## src/rtl/dmem_arb_pkg.sv

```systemverilog
// Shared types and helpers for the data-SPRAM arbiter: FSM encoding, default geometry,
// and the byte-mask to SPRAM nibble-mask expansion.
package dmem_arb_pkg;

  localparam int          DEF_ADDR_W    = 14;
  localparam logic [31:0] DEF_BASE_ADDR = 32'h0000_1000;

  typedef enum logic [1:0] {
    IDLE    = 2'd0,
    ACCESS  = 2'd1,
    CAPTURE = 2'd2,
    DONE    = 2'd3
  } arb_state_e;

  // Byte i of the 32-bit word owns nibble-mask bits 2i+1:2i (two nibbles per byte).
  function automatic logic [7:0] expand_mask(input logic [3:0] wmask);
    logic [7:0] m;
    m = '0;
    for (int i = 0; i < 4; i++) begin
      m[2*i +: 2] = {2{wmask[i]}};
    end
    return m;
  endfunction

endpackage

```

## src/rtl/rr_arbiter2.sv

```systemverilog
// Two-requester arbiter producing a one-hot grant. Round robin by default;
// define DMEM_ARB_FIXED_PRIO_EN to make requester 0 win every tie.
module rr_arbiter2 (
  input  logic [1:0] req,
  input  logic       last_grant,
  output logic [1:0] grant
);

`ifdef DMEM_ARB_FIXED_PRIO_EN
  logic unused_last_grant;
  assign unused_last_grant = last_grant;

  always_comb begin
    grant = 2'b00;
    if (req[0])      grant = 2'b01;
    else if (req[1]) grant = 2'b10;
  end
`else
  always_comb begin
    grant = 2'b00;
    case (req)
      2'b01:   grant = 2'b01;
      2'b10:   grant = 2'b10;
      // On a tie, hand the port to whoever did not have it last.
      2'b11:   grant = last_grant ? 2'b01 : 2'b10;
      default: grant = 2'b00;
    endcase
  end
`endif

endmodule

```

## src/rtl/dmem_arbiter.sv

```systemverilog
// Sequencer/arbiter sharing the 32-bit data SPRAM pair between the CPU (m0) and a
// secondary master (m1). Optional build macro: DMEM_ARB_FIXED_PRIO_EN (m0 wins ties).
module dmem_arbiter
  import dmem_arb_pkg::*;
#(
  parameter int          ADDR_W    = DEF_ADDR_W,
  parameter logic [31:0] BASE_ADDR = DEF_BASE_ADDR,
  parameter int          DATA_W    = 32
) (
  input  logic              clk,
  input  logic              reset,
  // Handshake: a requester raises mX_req with a stable payload and holds both until it
  // samples mX_ack=1 (a one-cycle pulse); it drops req on that same edge.
  input  logic              m0_req,
  input  logic              m0_we,
  input  logic [31:0]       m0_addr,
  input  logic [DATA_W-1:0] m0_wdata,
  input  logic [3:0]        m0_wmask,
  output logic [DATA_W-1:0] m0_rdata,
  output logic              m0_ack,
  output logic              m0_err,
  input  logic              m1_req,
  input  logic              m1_we,
  input  logic [31:0]       m1_addr,
  input  logic [DATA_W-1:0] m1_wdata,
  input  logic [3:0]        m1_wmask,
  output logic [DATA_W-1:0] m1_rdata,
  output logic              m1_ack,
  output logic              m1_err,
  output logic              cpu_stall,
  output logic [ADDR_W-1:0] mem_addr,
  output logic [DATA_W-1:0] mem_wdata,
  output logic [7:0]        mem_mask,
  output logic              mem_wren,
  input  logic [DATA_W-1:0] mem_rdata,
  output arb_state_e        state_dbg
);

  arb_state_e        state, state_nxt;
  logic [1:0]        grant;
  logic              last_grant;
  logic              txn_m;
  logic              txn_we;
  logic              txn_in_range;
  logic [ADDR_W-1:0] txn_addr;
  logic [DATA_W-1:0] txn_wdata;
  logic [3:0]        txn_wmask;

  logic              sel_we;
  logic [31:0]       sel_addr;
  logic [DATA_W-1:0] sel_wdata;
  logic [3:0]        sel_wmask;
  logic [31:0]       sel_off;
  logic              sel_in_range;
  logic [1:0]        unused_off_lsb;

  rr_arbiter2 u_arb (
    .req        ({m1_req, m0_req}),
    .last_grant (last_grant),
    .grant      (grant)
  );

  assign sel_we    = grant[1] ? m1_we    : m0_we;
  assign sel_addr  = grant[1] ? m1_addr  : m0_addr;
  assign sel_wdata = grant[1] ? m1_wdata : m0_wdata;
  assign sel_wmask = grant[1] ? m1_wmask : m0_wmask;

  // Window check: anything below BASE_ADDR or with offset bits above the word index is out.
  assign sel_off        = sel_addr - BASE_ADDR;
  assign sel_in_range   = (sel_addr >= BASE_ADDR) && (sel_off[31:ADDR_W+2] == '0);
  assign unused_off_lsb = sel_off[1:0];

  always_comb begin
    state_nxt = state;
    case (state)
      IDLE:    if (|grant) state_nxt = sel_in_range ? ACCESS : DONE;
      ACCESS:  state_nxt = txn_we ? DONE : CAPTURE;
      CAPTURE: state_nxt = DONE;
      DONE:    state_nxt = IDLE;
      default: state_nxt = IDLE;
    endcase
  end

  always_ff @(posedge clk or posedge reset) begin
    if (reset) begin
      state        <= IDLE;
      last_grant   <= 1'b1;
      txn_m        <= 1'b0;
      txn_we       <= 1'b0;
      txn_in_range <= 1'b0;
      txn_addr     <= '0;
      txn_wdata    <= '0;
      txn_wmask    <= '0;
      m0_rdata     <= '0;
      m1_rdata     <= '0;
    end else begin
      state <= state_nxt;
      if (state == IDLE && (|grant)) begin
        txn_m        <= grant[1];
        last_grant   <= grant[1];
        txn_we       <= sel_we;
        txn_in_range <= sel_in_range;
        txn_addr     <= sel_off[ADDR_W+1:2];
        txn_wdata    <= sel_wdata;
        txn_wmask    <= sel_wmask;
        // Out-of-window reads never reach the SPRAM; they return zero.
        if (!sel_in_range && !sel_we) begin
          if (grant[1]) m1_rdata <= '0;
          else          m0_rdata <= '0;
        end
      end
      if (state == CAPTURE) begin
        if (txn_m) m1_rdata <= mem_rdata;
        else       m0_rdata <= mem_rdata;
      end
    end
  end

  assign mem_addr  = txn_addr;
  assign mem_wdata = txn_wdata;
  assign mem_mask  = expand_mask(txn_wmask);
  assign mem_wren  = (state == ACCESS) && txn_we;

  assign m0_ack    = (state == DONE) && !txn_m;
  assign m1_ack    = (state == DONE) &&  txn_m;
  assign m0_err    = m0_ack && !txn_in_range;
  assign m1_err    = m1_ack && !txn_in_range;
  assign cpu_stall = m0_req & ~m0_ack;
  assign state_dbg = state;

endmodule

```

## config.mk

```make
export PLATFORM = sky130hd
export DESIGN_NAME = dmem_arbiter
export DESIGN_NICKNAME = d
export VERILOG_FILES = /design/src/rtl/dmem_arb_pkg.sv /design/src/rtl/rr_arbiter2.sv /design/src/rtl/dmem_arbiter.sv
export SDC_FILE = /design/constraint.sdc
export NUM_CORES = 1
export LEC_CHECK = 0
export ABC_AREA = 1
export CORE_ASPECT_RATIO = 1.25
export CORE_UTILIZATION = 46
export CTS_BUF_LIST = sky130_fd_sc_hd__clkbuf_8 sky130_fd_sc_hd__clkbuf_16
export DETAILED_ROUTE_END_ITERATION = 10
export GPL_TIMING_DRIVEN = 0
export PLACE_DENSITY = 0.92
export SLEW_MARGIN = 20
export SYNTH_ARGS = -nofsm -noshare
export SYNTH_HDL_FRONTEND = slang
export SYNTH_SLANG_ARGS = --single-unit
```

## constraint.sdc

```tcl
create_clock -name clk -period 11.8 [get_ports clk]
set_input_delay 2.36 -clock clk [delete_from_list [all_inputs] [get_ports clk]]
set_output_delay 2.36 -clock clk [all_outputs]
set_load 0.02 [all_outputs]
```

==> run_results.csv <==
group,metric,value,unit
outcome,outcome,"finished clean",
setup_path,crit-reg2reg-capture,"mem_wdata[24]",
cts,cts_tree,"yes",
synth,yosysTopAreaCell,"dfrtp_1",
synth,synth_compound_area_share,2.39,%
timing,finClkSkew,0.0100,ns
hold_path,hp-start,"last_grant",
timing,finalCritPeriodShare,53.4,%
timing,rsz0062_at_grt,"false",
setup_path,worst_setup_path_start_kind,"input pin",
timing,final.setup.worst_slack,5.50,ns
power,combPwrFrac,51.6,%
hold_path,hold_end,"last_grant",
timing,maxSlewHeadroom,36.2,%
synth,seq_area_frac_synth,44.9,%
die,dieWidth,110,um
die,core-area,14000,um2
synth,syn_area,6690,um2
cells_and_area,drive_gt1_share,7.04,%
setup_path,critPathKind,"input pin to output port",
power,seqPwrFrac,27.6,%
power,ir_drop,159,uV
power,clkPwrFrac,20.8,%
synth,synth_cell_types,32,
die,die_h,137,um
synth,synth_seq_cells,120,
cells_and_area,post-route-util,75.1,%
power,switchingPower,1.09,mW
cts,hold_buffers,0,
synth,yosysMostFrequentCell,"nand2_1",
setup_path,cp_data_required_time,9.44,ns
cells_and_area,diodes,0,
detailed_routing,ant_nets,0,
grt,grt_pass1_vias,7311,
timing,hold_viol,0,
cts,cts_resized,0,
timing,setup_viol,0,
die,placementRows,48,
synth,synth_top_area_share,44.5,%
synth,syn_avg_cell_area,6.93,um2
flow_run,drv_cap,0,
placement,io_buffers,294,
grt,grt_pass1_wl,35800,um
detailed_routing,postRouteWirelength,23000,um
power,intPower,1.55,mW
synth,ys_top_cells_by_count,"nand2_1 (425), dfrtp_1 (119), nor2_1 (110)",
synth,synth_edf_count,0,
power,power.leakage,5.12,nW
detailed_routing,drc_errors,0,
cts,clock_sinks,120,
timing,max_slew.worst_pin.slew,0.954,ns
synth,synthXorXnorAreaFrac,0.262,%
synth,synth_nets,1145,
cts,path_clk_slew,0.05,ns
synth,async_flop_share,100,%
setup_path,end_kind,"output port",
grt,track_usage,31.7,%
grt,gr-total-overflow,0,
die,start_util,47.8,%
synth,synth_warnings,0,
cts,cts-root-buf,"clkbuf_16",
hold_path,hold_path_depth,2,
detailed_routing,drtPass1Iterations,5,
cts,cts_buffers,17,
detailed_routing,vias_per_cell,4.98,
timing,period_minus_slack,6.30,ns
timing,fin_tns_setup,0,ns
cts,post_cts_buffers,0,
die,io_pins,300,
placement,dp_hpwl,17500,um
setup_path,cp.arrival,3.94,ns
synth,synth_cells,966,
placement,place_congestion,0.940,
placement,place_ws,5.52,ns
setup_path,crit_path_max_fanout,4,
cells_and_area,fin_nets,1459,
synth,synthSimpleGateAreaFrac,40.9,%
cells_and_area,final_cells,1467,
detailed_routing,vias,7306,
cts,htreeDepth,4,
synth,ys.flop_type,"dfrtp_1",
synth,netlist_top_cells_area,"dfrtp_1 (44%), nand2_1 (24%), nor2_1 (6.2%)",
setup_path,r2r_cells,9,
power,power_density,250,nW/um2
power,swShare,41.2,%
detailed_routing,drt-initial-drc-count,490,
timing,fmax,159,MHz
detailed_routing,wl_per_cell,15.7,um
synth,synth_top_family_by_area,"simple AND/OR/NAND/NOR gates",
synth,synthAdderAreaFrac,0.935,%
die,dieArea,15000,um2
hold_path,min_path_type,"flip-flop to flip-flop",
grt,grt_max_degree,73,
setup_path,reg2reg_slack,8.93,ns
grt,antenna_found_initial,0,
synth,muxShareOfSynthArea,0.150,%
cells_and_area,fillCellCount,1033,
setup_path,r2r_start,"state_dbg[0]",
placement,placed_cells,1436,
cts,worstSkewPairLatency,0.41,ns
timing,slew_viol_final,0,
cts,cts_buffer_depth,2,
cells_and_area,area_delta_synth_final,57.0,%
## critical path, cell delays in order
cell and delay [ns]:
clkdlybuf4s50_1 0.64, inv_1 0.09, nor2_1 0.21, clkdlybuf4s50_1 0.64
## metal layers
layer | global-route usage [%] | vias up | part of all wire [%]
met1 | 33.0 | 3332 | 35
met3 | 8.33 | 88 | 7.2
li1 | - | 3540 | -
met5 | 0 | - | 0
met2 | 56.8 | 346 | 52
met4 | 18.1 | 0 | 5.5
## area by class of cell
cell class              count  area [um2]  share of cell area, %
repair buffers            295        2970                   28.3
well taps                 175         219                   2.08
plain buffers              47         290                   2.76
flip-flops and latches    120        3000                   28.6
inverters                 110         418                   3.98
clock buffers              17         425                   4.05
clock inverters            14         198                   1.88
multi-input cells         689        2990                   28.4
## placed cells by master (no fill, tap or decap), types with 3 or more instances in the layout
| master | instances |
|---|---|
| nand4_1 | 4 |
| dfrtp_1 | 119 |
| nand3_4 | 3 |
| clkbuf_16 | 17 |
| nor2_2 | 10 |
| ha_1 | 5 |
| buf_6 | 7 |
| a31oi_1 | 11 |
| clkbuf_1 | 28 |
| nand3b_1 | 14 |
| nor2_1 | 110 |
| buf_2 | 3 |
| nand3_1 | 62 |
| nand2_2 | 19 |
| bufinv_16 | 4 |
| buf_4 | 5 |
| inv_1 | 106 |
| o21ai_0 | 10 |
| clkdlybuf4s50_1 | 294 |
| o21ai_1 | 4 |
| clkinv_4 | 4 |
| inv_6 | 3 |
| nand2_1 | 425 |
## flip-flops by register name, summed over array words and instances (netlist names), 2 cells and up
name	count
state_dbg	2
mem_wdata	32
m1_rdata	32
mem_addr	14
txn_wmask	4
m0_rdata	32
## cells by family after synthesis
| family | count (synthesis) |
|---|---|
| buffers and inverters | 157 |
| XOR/XNOR | 2 |
| AO/OA/AOI/OAI | 28 |
| adder cells (fa/ha/maj) | 5 |
| flip-flops | 120 |
| AND/OR/NAND/NOR | 653 |
| multiplexers | 1 |
## stage by stage
step	total power, mW	area, um2	hold WS, ns
6_report	2.63	10500	0.496
2_1_floorplan	1.45	6690	0.453
3_3_place_gp	2.03	9850	0.473
4_1_cts	2.64	10500	0.499
5_1_grt	2.80	10500	0.514
3_5_place_dp	2.08	9890	0.485
## power groups by stage
| stage | combinational (mW) | sequential, mW | clock, mW |
|---|---|---|---|
| 2_1_floorplan | 0.519 | 0.928 | 0 |
| 3_3_place_gp | 1.32 | 0.716 | 0 |
| 3_5_place_dp | 1.35 | 0.724 | 0 |
| 4_1_cts | 1.36 | 0.724 | 0.551 |
| 5_1_grt | 1.48 | 0.746 | 0.573 |
| 6_report | 1.36 | 0.727 | 0.547 |
## worst max-delay path by stage
stage / startpoint / endpoint / slack, ns
floorplan: reset / m0_rdata[0] / 6.26
global placement: reset / m1_rdata[10] / 4.44
detailed placement: m0_req / cpu_stall / 5.52
CTS: m0_req / cpu_stall / 5.52
global route: m0_req / cpu_stall / 5.50
finish: m0_req / cpu_stall / 5.50
Note: power is estimated with default switching activity, not from simulation.
